File: src/rtl/mc_alu.sv
// Multi-cycle ALU: single-cycle logic/arithmetic/shift ops plus an optional
// shift-add multiplier enabled by the MC_ALU_MUL_EN macro; registered {C,N,Z} flags.
module mc_alu #(
  parameter int WIDTH   = 16,
  parameter int SHAMT_W = $clog2(WIDTH)
) (
  input  logic               clk,
  input  logic               rst_n,
  input  logic               in_valid,
  output logic               in_ready,
  input  logic [3:0]         alu_op,
  input  logic [WIDTH-1:0]   op1,
  input  logic [WIDTH-1:0]   op2,
  input  logic [1:0]         carry_sel,
  input  logic               flag_regsel,
  input  logic               flagreg_enable,
  input  logic [2:0]         pop_flags,
  output logic               out_valid,
  output logic [WIDTH-1:0]   result,
  output logic [WIDTH-1:0]   result_hi,
  output logic [2:0]         flags,
  output logic [1:0]         dbg_state
);

  // Handshake: a request is taken on a rising edge where in_valid && in_ready;
  // in_valid while in_ready is low is dropped. out_valid is a one-cycle pulse.
  typedef enum logic [1:0] {
    IDLE    = 2'd0,
    MUL_RUN = 2'd1,
    DONE    = 2'd2
  } state_t;

  state_t state;
  logic   accept;

  assign in_ready  = (state != MUL_RUN);
  assign accept    = in_valid && in_ready;
  assign dbg_state = state;

  logic [WIDTH:0]       ext;
  logic [WIDTH-1:0]     alu_res;
  logic                 alu_c;
  logic [SHAMT_W-1:0]   shamt;

  assign shamt = op2[SHAMT_W-1:0];

  // One extra bit on every add/sub/shift captures carry, borrow or the shifted-out bit.
  always_comb begin
    ext     = '0;
    alu_res = op2;
    alu_c   = 1'b0;
    case (alu_op)
      4'd0: alu_res = ~op1;
      4'd1: begin
        ext     = {1'b0, op1} + {{WIDTH{1'b0}}, 1'b1};
        alu_res = ext[WIDTH-1:0];
        alu_c   = ext[WIDTH];
      end
      4'd2: begin
        ext     = {1'b0, op1} - {{WIDTH{1'b0}}, 1'b1};
        alu_res = ext[WIDTH-1:0];
        alu_c   = ext[WIDTH];
      end
      4'd3: begin
        ext     = {1'b0, op1} + {1'b0, op2};
        alu_res = ext[WIDTH-1:0];
        alu_c   = ext[WIDTH];
      end
      4'd4: begin
        ext     = {1'b0, op2} - {1'b0, op1};
        alu_res = ext[WIDTH-1:0];
        alu_c   = ext[WIDTH];
      end
      4'd5: alu_res = op1 & op2;
      4'd6: alu_res = op1 | op2;
      4'd7: begin
        ext     = {1'b0, op1} << shamt;
        alu_res = ext[WIDTH-1:0];
        alu_c   = ext[WIDTH];
      end
      4'd8: begin
        ext     = {op1, 1'b0} >> shamt;
        alu_res = ext[WIDTH:1];
        alu_c   = ext[0];
      end
      default: alu_res = op2;
    endcase
  end

  function automatic logic [2:0] next_flags(
    input logic [1:0] cs,
    input logic       frs,
    input logic [2:0] pop,
    input logic       c,
    input logic       n,
    input logic       z,
    input logic       old_c
  );
    logic c_sel;
    if (frs) return pop;
    case (cs)
      2'b00:   c_sel = c;
      2'b01:   c_sel = 1'b1;
      2'b10:   c_sel = 1'b0;
      default: c_sel = old_c;
    endcase
    return {c_sel, n, z};
  endfunction

`ifdef MC_ALU_MUL_EN
  logic                 is_mul;
  logic [WIDTH-1:0]     mcand;
  logic [2*WIDTH-1:0]   prod;
  logic [2*WIDTH-1:0]   prod_next;
  logic [WIDTH:0]       mul_sum;
  logic [SHAMT_W-1:0]   bit_cnt;
  logic [1:0]           cs_q;
  logic                 frs_q;
  logic                 fen_q;
  logic [2:0]           pop_q;

  assign is_mul = (alu_op == 4'd9);

  // Upper half accumulates; lower half holds the remaining multiplier bits.
  assign mul_sum   = {1'b0, prod[2*WIDTH-1:WIDTH]} + (prod[0] ? {1'b0, mcand} : '0);
  assign prod_next = {mul_sum, prod[WIDTH-1:1]};
`endif

  always_ff @(posedge clk or negedge rst_n) begin
    if (!rst_n) begin
      state     <= IDLE;
      out_valid <= 1'b0;
      result    <= '0;
      result_hi <= '0;
      flags     <= 3'b000;
`ifdef MC_ALU_MUL_EN
      mcand     <= '0;
      prod      <= '0;
      bit_cnt   <= '0;
      cs_q      <= 2'b00;
      frs_q     <= 1'b0;
      fen_q     <= 1'b0;
      pop_q     <= 3'b000;
`endif
    end else begin
      case (state)
        IDLE, DONE: begin
          if (accept) begin
`ifdef MC_ALU_MUL_EN
            if (is_mul) begin
              mcand     <= op1;
              prod      <= {{WIDTH{1'b0}}, op2};
              bit_cnt   <= '0;
              cs_q      <= carry_sel;
              frs_q     <= flag_regsel;
              fen_q     <= flagreg_enable;
              pop_q     <= pop_flags;
              out_valid <= 1'b0;
              state     <= MUL_RUN;
            end else
`endif
            begin
              result    <= alu_res;
              result_hi <= '0;
              if (flagreg_enable)
                flags <= next_flags(carry_sel, flag_regsel, pop_flags, alu_c,
                                    alu_res[WIDTH-1], (alu_res == '0), flags[2]);
              out_valid <= 1'b1;
              state     <= DONE;
            end
          end else begin
            out_valid <= 1'b0;
            state     <= IDLE;
          end
        end
`ifdef MC_ALU_MUL_EN
        MUL_RUN: begin
          prod    <= prod_next;
          bit_cnt <= bit_cnt + 1'b1;
          if (bit_cnt == SHAMT_W'(WIDTH - 1)) begin
            result    <= prod_next[WIDTH-1:0];
            result_hi <= prod_next[2*WIDTH-1:WIDTH];
            // The multiplier produces no carry of its own.
            if (fen_q)
              flags <= next_flags(cs_q, frs_q, pop_q, 1'b0,
                                  prod_next[2*WIDTH-1], (prod_next == '0), flags[2]);
            out_valid <= 1'b1;
            state     <= DONE;
          end
        end
`endif
        default: begin
          out_valid <= 1'b0;
          state     <= IDLE;
        end
      endcase
    end
  end

endmodule

File: config.mk
export PLATFORM = sky130hd
export DESIGN_NAME = mc_alu
export DESIGN_NICKNAME = d
export VERILOG_FILES = /design/src/rtl/mc_alu.sv
export SDC_FILE = /design/constraint.sdc
export NUM_CORES = 1
export LEC_CHECK = 0
export CORE_ASPECT_RATIO = 1.1
export CORE_MARGIN = 2
export CORE_UTILIZATION = 30
export CTS_BUF_LIST = sky130_fd_sc_hd__clkbuf_4
export DETAILED_ROUTE_END_ITERATION = 8
export MAX_ROUTING_LAYER = met4
export PLACE_DENSITY_LB_ADDON = 0.05
export RECOVER_POWER = 100
export SYNTH_ARGS = -nofsm -noshare
export SYNTH_HDL_FRONTEND = slang
export SYNTH_SLANG_ARGS = --single-unit
File: constraint.sdc
create_clock -name clk -period 1.2 [get_ports clk]
set_clock_uncertainty 0.2 [all_clocks]
set_input_delay 0.24 -clock clk [delete_from_list [all_inputs] [get_ports clk]]
set_output_delay 0.24 -clock clk [all_outputs]
set_load 0.05 [all_outputs]
==> results.txt <==
The hold violation count in the final report was 0. Setup slack on the critical path of the routed design comes to -1610 ps. The synthesized design contains 0 enable-type register cells.

The worst slew margin relative to its limit is 0.566. Synthesis produced 835 cells. The final HPWL from detailed placement is 25400 um. The slew at the pin with the worst max-slew slack came out at 648 ps.

The mapped netlist covers 5900 um2. The share of layout cells above drive strength 1 is 0.547. Of all nets on the critical path, the largest fanout is 3. The analysis attributes to net switching a power of 3.31 mW.

The floorplan die height came out at 151 um. The number of synthesis warnings came out at 0. Dividing the detail-routed via count by the number of cells gives 5.62. The largest net degree at the start of global routing came out at 33. The ratio of final minimum period to clock period came out at 2.35. The clock buffer count from CTS is 3. The highest-delay cell along the critical path is sky130_fd_sc_hd__fa_2. The final number of setup-violating endpoints is 40. The insertion delay of the later-clocked pin in the worst-skew pair came out at 320 ps. The critical register-to-register path endpoint is result[8]. After filler insertion, the fill cell instance count of the layout stands at 1796.

STA classifies the critical path endpoint as a flop. Counting cells, the worst reg-to-reg path comes to 2. The synthesis-stage register bit count came out at 20.

The total routing usage reported by global routing came out at 0.307. The number of nets in the layout is 1293. The flow ran to the end, but the final reports show violations. The number of top-level design ports is 85. The fraction of registers with async set or reset after synthesis is 1.00. The final wirelength came out at 31900 um. The largest single stage delay on the critical path is 410 ps. The clock transition at the register clock pins on the worst setup and hold paths after CTS came out at 120 ps.

The routed length per placed instance is 22.2 um. The placement row count came out at 53. The combinational fraction of design power is 0.819. The total number of H-tree levels came out at 1.

TritonCTS built the clock tree. The area of the placeable core came out at 19200 um2. The die covers 20800 um2. The maximum number of buffers from clock root to sink came out at 2.

For this design the static power due to leakage is 4.76 nW. The number of max-slew violations in the final report is 0. The setup check on the worst reg-to-reg path leaves a slack of 60 ps. The endpoint arrival time on the critical path came out at 2880 ps. IR analysis of the VDD net gives a maximum drop of 0.761 mV.

By startpoint and endpoint, the worst setup path is classified as input port to flop. After global routing, the most crowded layer is met2. The initial antenna violation count came out at 0. The clock tree root driver cell is sky130_fd_sc_hd__clkbuf_4. The overall power after layout is 7.01 mW. Of the total power, the share spent switching nets is 0.472. The area added between synthesis and finish came out at 88.1%. The effective utilization at floorplan is 0.307. The required time at the endpoint of the critical path came out at 1270 ps. The final critical path time including I/O delays and setup came out at 2810 ps. The most used flip-flop cell after synthesis is sky130_fd_sc_hd__dfrtp_1.

The final estimated routing congestion in global placement came out at 1.00. Before antenna repair, the detailed router went through 5 iterations. 0 antenna diodes ended up in the layout. The share of the core filled with cells came out at 0.577. The library cells used most frequently in the layout, excluding fill and tap cells, are sky130_fd_sc_hd__buf_4, sky130_fd_sc_hd__nor2_1, sky130_fd_sc_hd__nand2_1. The startpoint type of the worst setup path is an input port.

The met1 capacity usage during global routing is 0.412. The wire length of the first global-routing pass came out at 46900 um. The share of the Yosys chip area taken by registers is 0.0848. Setup repair after global routing could not meet its margin everywhere.

The worst flop-to-flop path startpoint is result[8]. The count of unresolved DRC violations after routing came out at 0. The met2 usage in global routing is 0.486. The clock sink count is 20. The count of antenna-violating nets left after detailed routing came out at 0. The path class of the tightest hold or removal check is input port to async pin. The most common cell after layout, fill and taps aside is sky130_fd_sc_hd__buf_4. The via count of the first global-routing pass came to 7964. Of the total power, registers draw 0.130.

The maximum achievable frequency is 0.355 GHz. The sum of overflow across all layers after global routing is 0. In this run the power density over the cells is 631 nW/um2. The post-synthesis area per instance is 7.07 um2. The quantity of I/O buffers inserted on ports is 66. Traced cell by cell, the critical path runs through buf_12, inv_16, ha_4, inv_2, fa_2, mux2_4, a222oi_1, nand3_1, o21ai_1, nor2b_1, buf_4, nor4b_4, nor4bb_2, buf_4, nand4b_1, o21ai_1. The sum of buffers and inverters on the critical path came out at 5. The floorplan step set the die width to 138 um. The number of DRC markers after the initial detailed-route iteration is 510. The cell-internal power is 3.70 mW. The total vias in the final route came out at 8076. Of the total power, the clock network draws 0.052. In this design, the largest share of critical-path delay is due to simple AND/OR/NAND/NOR gates. The final reports fail on negative setup slack. The reported max-cap violation count is 0. Counting distinct cell types in the post-synthesis netlist gives 87. The met3 capacity usage during global routing came out at 0.0371.
-- per-stage QoR --
| step | hold slack [ps] | setup TNS, ps | setup slack [ps] | cell area [um2] | cells |
|---|---|---|---|---|---|
| floorplan | -256 | -25070 | -1810 | 6280 | 851 |
| finish | 192 | -28310 | -1610 | 11100 | 1436 |
| global route | 233 | -30560 | -1820 | 11100 | 1436 |
| CTS | 25.1 | -27770 | -1580 | 10500 | 1420 |
| detailed placement | 366 | -43380 | -2580 | 9230 | 1382 |
| global placement | 360 | -42830 | -2490 | 9230 | 1382 |
-- cells in the mapped netlist, drive strengths merged (17+ instances only) --
cell | n | area [um2]
a21oi | 60 | 300
clkbuf | 27 | 101
nand2 | 71 | 267
o22ai | 23 | 144
xnor2 | 29 | 254
nor2 | 83 | 312
mux2 | 28 | 315
dfrtp | 20 | 500
inv | 52 | 195
ha | 55 | 688
buf | 55 | 330
mux2i | 24 | 240
nor3 | 17 | 90.1
o21ai | 63 | 315
a31oi | 18 | 119
-- layer usage --
layer  part of all wire  routed length, um  vias to the layer above
met5                  0                  0                        -
met4              0.035               1120                        0
met3              0.060               1910                       59
met2               0.47              14900                      346
met1               0.44              14000                     3924
li1                   -                  -                     3747
-- final cells by class --
type / count / area, um2 / share of cell area
multi-input cells: 697 / 6260 / 0.564
repair buffers: 416 / 3770 / 0.340
inverters: 52 / 235 / 0.0212
well taps: 247 / 309 / 0.0278
clock buffers: 3 / 22.5 / 0.00203
flip-flops and latches: 20 / 502 / 0.0452
clock inverters: 1 / 3.75 / 0.000338
-- worst max-delay path by stage --
| stage | startpoint | endpoint | cells past startpoint | slack (ps) |
|---|---|---|---|---|
| after global placement | op2[2] | flags[1] | 13 | -2490 |
| after global routing | op2[0] | flags[0] | 16 | -1820 |
| after detailed placement | op1[2] | flags[1] | 13 | -2580 |
| after floorplan | op2[1] | flags[0] | 14 | -1810 |
| after CTS | op2[2] | flags[0] | 13 | -1580 |
| final | op2[0] | flags[0] | 16 | -1610 |
-- worst reg2reg max path: cells and delay by family (launching register included) --
kind / cells / cell delay [ps]
flops: 1 / 430
buf+inv: 1 / 150
mux: 1 / 270
-- kinds of logic (layout without fill, tap and decap cells) --
logic type | count (synthesis) | count (layout) | share of synthesized area
compound gates | 273 | 273 | 0.310
xor+xnor | 32 | 32 | 0.0475
fa+ha+maj | 57 | 57 | 0.123
buf+inv | 134 | 472 | 0.106
flops | 20 | 20 | 0.0848
mux | 55 | 55 | 0.106
other cells | 2 | 18 | 0.00127
simple gates | 262 | 262 | 0.222
-- state kept, by name, summed over array words and instances (netlist names) --
signal and flops:
result 16, out_valid 1, flags 3
-- power groups by stage --
stage                     Combinational [mW]  Sequential (mW)  Clock [mW]
final                                   5.74            0.907       0.362
after floorplan                         2.01             1.24           0
after global placement                  4.60            0.917           0
after global routing                    6.02            0.923       0.422
after CTS                               5.31            0.909       0.370
after detailed placement                4.61            0.922           0
-- repair_timing --
item	CTS	global route
setup endpoints to repair	40	40
resized for setup	334	126
pin swaps	102	80
hold buffers	0	0
buffers inserted	38	26
Power figures use the tool's default switching activity.
==> variant 1: new RTL, config.mk and constraints unchanged <==
Remove the case item `4'd8` of the case on `alu_op`.
--- a/src/rtl/mc_alu.sv
+++ b/src/rtl/mc_alu.sv
@@ -78,9 +78,4 @@
         alu_res = ext[WIDTH-1:0];
         alu_c   = ext[WIDTH];
-      end
-      4'd8: begin
-        ext     = {op1, 1'b0} >> shamt;
-        alu_res = ext[WIDTH:1];
-        alu_c   = ext[0];
       end
       default: alu_res = op2;
Behaviour: not the same (a bounded check fails within 4 cycles, from zero or initial values and one cycle with rst_n low).
==> variant 1 against the original RTL <==
- the flow still finishes with violations (setup timing)
- final area is 11% lower
- largest cell class unchanged
- sequential cell count stayed put
- worst setup slack worse by 0.15 ns
- sequential share of layout area is 0.56 points higher
- synthesized cell count is 17% lower
- highest routed layer unchanged
- area after synthesis is 13% lower
- first-iteration DRC count is 17% higher
- routed wire length is 15% lower
- power is 14% lower
==> variant 1: results (changes against the original RTL) <==
| Metric | Value |
|---|---|
| Status | complete, but fails checks |
| Failing checks | setup timing |
| Placement Cell Area | 0.00820 mm2 (-11%) |
| Worst r2r src | result[4] |
| CTS buffer count | 3 (unchanged) |
| Peak supply drop | 0.000746 V (-2.0%) |
| Top cells by area, synth | ha_1, dfrtp_1, a21oi_1, mux2i_1, mux2_2 |
| Synth top cells by count | ha_1, nand2_1, nor2_1, inv_1, a21oi_1 |
| TritonRoute pass-1 iters | 6 (+1) |
| PostCTS Resize Cnt | 323 (-3.3%) |
| Setup bufs post-CTS | 50 (+32%) |
| Share of cells above drive strength 1 | 0.573 (+0.0259) |
| Worst-path clk slew | 0.11 ns |
| Routability congestion estimate | 1.06 (+5.7%) |
| Netlist cell types | 82 (-5.7%) |
| CP peak stage delay | 0.59 ns (+0.18 ns) |
| Comb. pwr | 4820 uW (-16%) |
| Routed WL | 27.3 mm (-15%) |
| # fillers | 1,513 (-16%) |
| Pin count of the biggest net entering global routing | 24 (-27%) |
| Flop pwr share | 0.147 (+0.017) |
| Pwr Density | 611 mW/mm2 (-3.1%) |
| Post-synthesis sequential area ratio | 0.0972 (+0.0124) |
| Slew headroom | 0.587 (+0.0209) |
| Global Route Usage Sum | 0.301 (-0.00557) |
| Leakage power | 0.00435 uW (-8.7%) |
| R2r setup slk | 0.19 ns (+0.13 ns) |
| Signal arrival time at the worst endpoint | 3.02 ns (+0.14 ns) |
| Sw frac | 0.461 (-0.0110) |
| Post-synth top flop | dfrtp_1 |
| Setup tns final | -28.90 ns (-0.585 ns) |
| Fin Hold WS | 0.213 ns (+0.0208 ns) |
| First-pass GRT wire length | 41.5 mm (-12%) |
| PnR worst setup slack | -1.77 ns (-0.152 ns) |
| HPWL after DPL | 20.6 mm (-19%) |
| Vias in the first global route | 7,325 (-8.0%) |
| Ys Warns | 0 (unchanged) |
| Pre-CTS setup slack | -2.64 ns (-0.0619 ns) |
| Total Nets Final | 1,137 (-12%) |
| Final setup fails | 40 (unchanged) |
| Critical-path top delay cell | or4_4 |
| Starting DRT DRC Count | 596 (+17%) |
| Vias | 7,118 (-12%) |
| Cells after Synth | 697 (-17%) |
| R2r worst-path depth | 1 (-1) |
| Kind of cell adding the most delay to the critical path | compound AO/OA/AOI/OAI gates |
==> variant 1: layout make-up <==
type / instances / area, um2 / share of cell area
multi-input combinational: 572 / 5340 / 0.540
timing repair buffer: 386 / 3510 / 0.356
sequential: 20 / 502 / 0.0508
tap: 208 / 260 / 0.0263
inverter: 52 / 240 / 0.0243
clock buffer: 3 / 22.5 / 0.00228
clock inverter: 1 / 3.75 / 0.000380
==> variant 1: cell families after synthesis <==
kind of cell,after synthesis,synth area share
simple gates,223,0.219
compound gates,208,0.285
buf+inv,121,0.114
fa+ha+maj,56,0.139
mux,46,0.109
xor+xnor,21,0.0357
flops,20,0.0972
other cells,2,0.00146
==> variant 1: metal layers <==
metal  up-vias  wire (um)  global-route usage
met1      3420      11400               0.384
met4         0       1470               0.135
met3       104       1840              0.0373
li1       3231          -                   -
met2       363      12500               0.477
met5         -          0                   -
==> variant 2: new RTL, same settings <==
Made on the original files. Build with the macro `MC_ALU_MUL_EN` defined.
--- a/src/rtl/mc_alu.sv
+++ b/src/rtl/mc_alu.sv
@@ -1,4 +1,6 @@
 // Multi-cycle ALU: single-cycle logic/arithmetic/shift ops plus an optional
 // shift-add multiplier enabled by the MC_ALU_MUL_EN macro; registered {C,N,Z} flags.
+`define MC_ALU_MUL_EN
+
 module mc_alu #(
   parameter int WIDTH   = 16,
Function: changed (Yosys sat finds a counterexample within 4 cycles, from zero or initial values and one cycle with rst_n low).
==> variant 2 against the original RTL <==
- count of clock-buffer cells in the layout is 7 higher
- final area is 71% higher
- worst setup slack worse by 0.61 ns
- routed wire length is 72% higher
- register-to-register slack worse by 2.3 ns
- combinational power is 97% higher
- sequential cell count is 76 higher
- cell count is 58% higher
- power grew to 2.5 times the old value
- global-route usage is 1.5 points higher
- the run ends with hold timing, setup timing left
- largest cell class unchanged
- first-iteration DRC count is 69% higher
- area after synthesis is 69% higher
- highest routed layer unchanged
- die area is 67% higher
==> variant 2: results (changes against the original RTL) <==
| Metric | Value |
|---|---|
| Peak supply drop | 0.000516 V (-32%) |
| Fin Hold WS | -0.0232 ns (-0.215 ns) |
| Avg WL per Cell | 24.2 um (+8.9%) |
| HPWL after DPL | 41.0 mm (+62%) |
| ANT cells | 1 (+1) |
| Met2 GRT Util | 0.552 (+0.0656) |
| Share of cells above drive strength 1 | 0.576 (+0.0296) |
| Starting DRT DRC Count | 862 (+69%) |
| Routability congestion estimate | 1.03 (+2.3%) |
| Failing checks | hold timing, setup timing |
| Routed wl met2 | 28.1 mm (+89%) |
| Worst skew pair latency | 0.49 ns (+0.17 ns) |
| Worst Max-Slew Pin Slew | 0.532 ns (-0.116 ns) |
| Non-Clock Buffer Area Fraction | 0.341 (+0.00180) |
| H-tree depth | 3 (+2) |
| Reg-to-reg critical path endpoint | flags[0] |
| Clk. pwr | 1830 uW (+410%) |
| Final setup fails | 135 (+240%) |
| Status | complete, but fails checks |
| Non-clock inverters | 60 (+15%) |
| Clock sink total | 96 (+380%) |
| Final hold vios | 9 (+9) |
| Clock buffer count | 10 (+7) |
| Syn Std Cell Area | 0.00996 mm2 (+69%) |
| R2r worst-path depth | 17 (+15) |
| Max FFs per register | 32 (+16) |
| Post-synthesis sequential area ratio | 0.241 (+0.156) |
| Buffers outside the clock class | 668 (+61%) |
| CP peak stage delay | 0.45 ns (+0.04 ns) |
| Total Nets Final | 1,953 (+51%) |
| Crit-path max FO | 7 (+4) |
| Comb. pwr | 11,300 uW (+97%) |
| # fillers | 2,986 (+66%) |
| Leakage power | 0.00847 uW (+78%) |
| Vias in the first global route | 12.5k (+57%) |
| Setup tns final | -115.17 ns (-86.86 ns) |
| Pin count of the biggest net entering global routing | 46 (+39%) |
| Register area | 0.00241 mm2 (+380%) |
| Multi-input logic portion of the cell area | 0.481 (-0.0831) |
| Critical-path top delay cell | dfrtp_2 |
| PnR worst setup slack | -2.22 ns (-0.610 ns) |
| Grt met3 use | 0.0284 (-0.00872) |
| First-pass GRT wire length | 80.5 mm (+72%) |
| CTS buffer count | 9 (+6) |
[variant 2: through the flow]
stage | total power, uW | util | hold WS [ns] | instance area (um2) | cells
after floorplan | 8820 | - | -0.256 | 10800 | 1244
after global placement | 13500 | 0.466 | -0.0641 | 15400 | 2126
after detailed placement | 13500 | 0.466 | -0.0609 | 15400 | 2126
after CTS | 16700 | 0.546 | -0.0736 | 18000 | 2239
after global routing | 18700 | 0.574 | -0.0390 | 19000 | 2269
final | 17700 | 0.574 | -0.0232 | 19000 | 2269
[variant 2: timing repair]
item                                    4_1_cts  5_1_grt
endpoints found under the hold margin        97        9
endpoints found under the setup margin      135      135
resized for setup                           450      187
pin swaps                                   126      108
setup buffers                                98       37
gates cloned                                 13        5
[variant 2: logic make-up (layout without fill, tap and decap cells)]
logic type	count (synthesis)	count (layout)	share of synthesized area
compound gates	374	374	0.256
mux	58	58	0.0844
flops	96	96	0.241
simple gates	443	445	0.220
xor+xnor	43	43	0.0378
buf+inv	154	744	0.0629
other cells	0	1	0
fa+ha+maj	76	76	0.0977
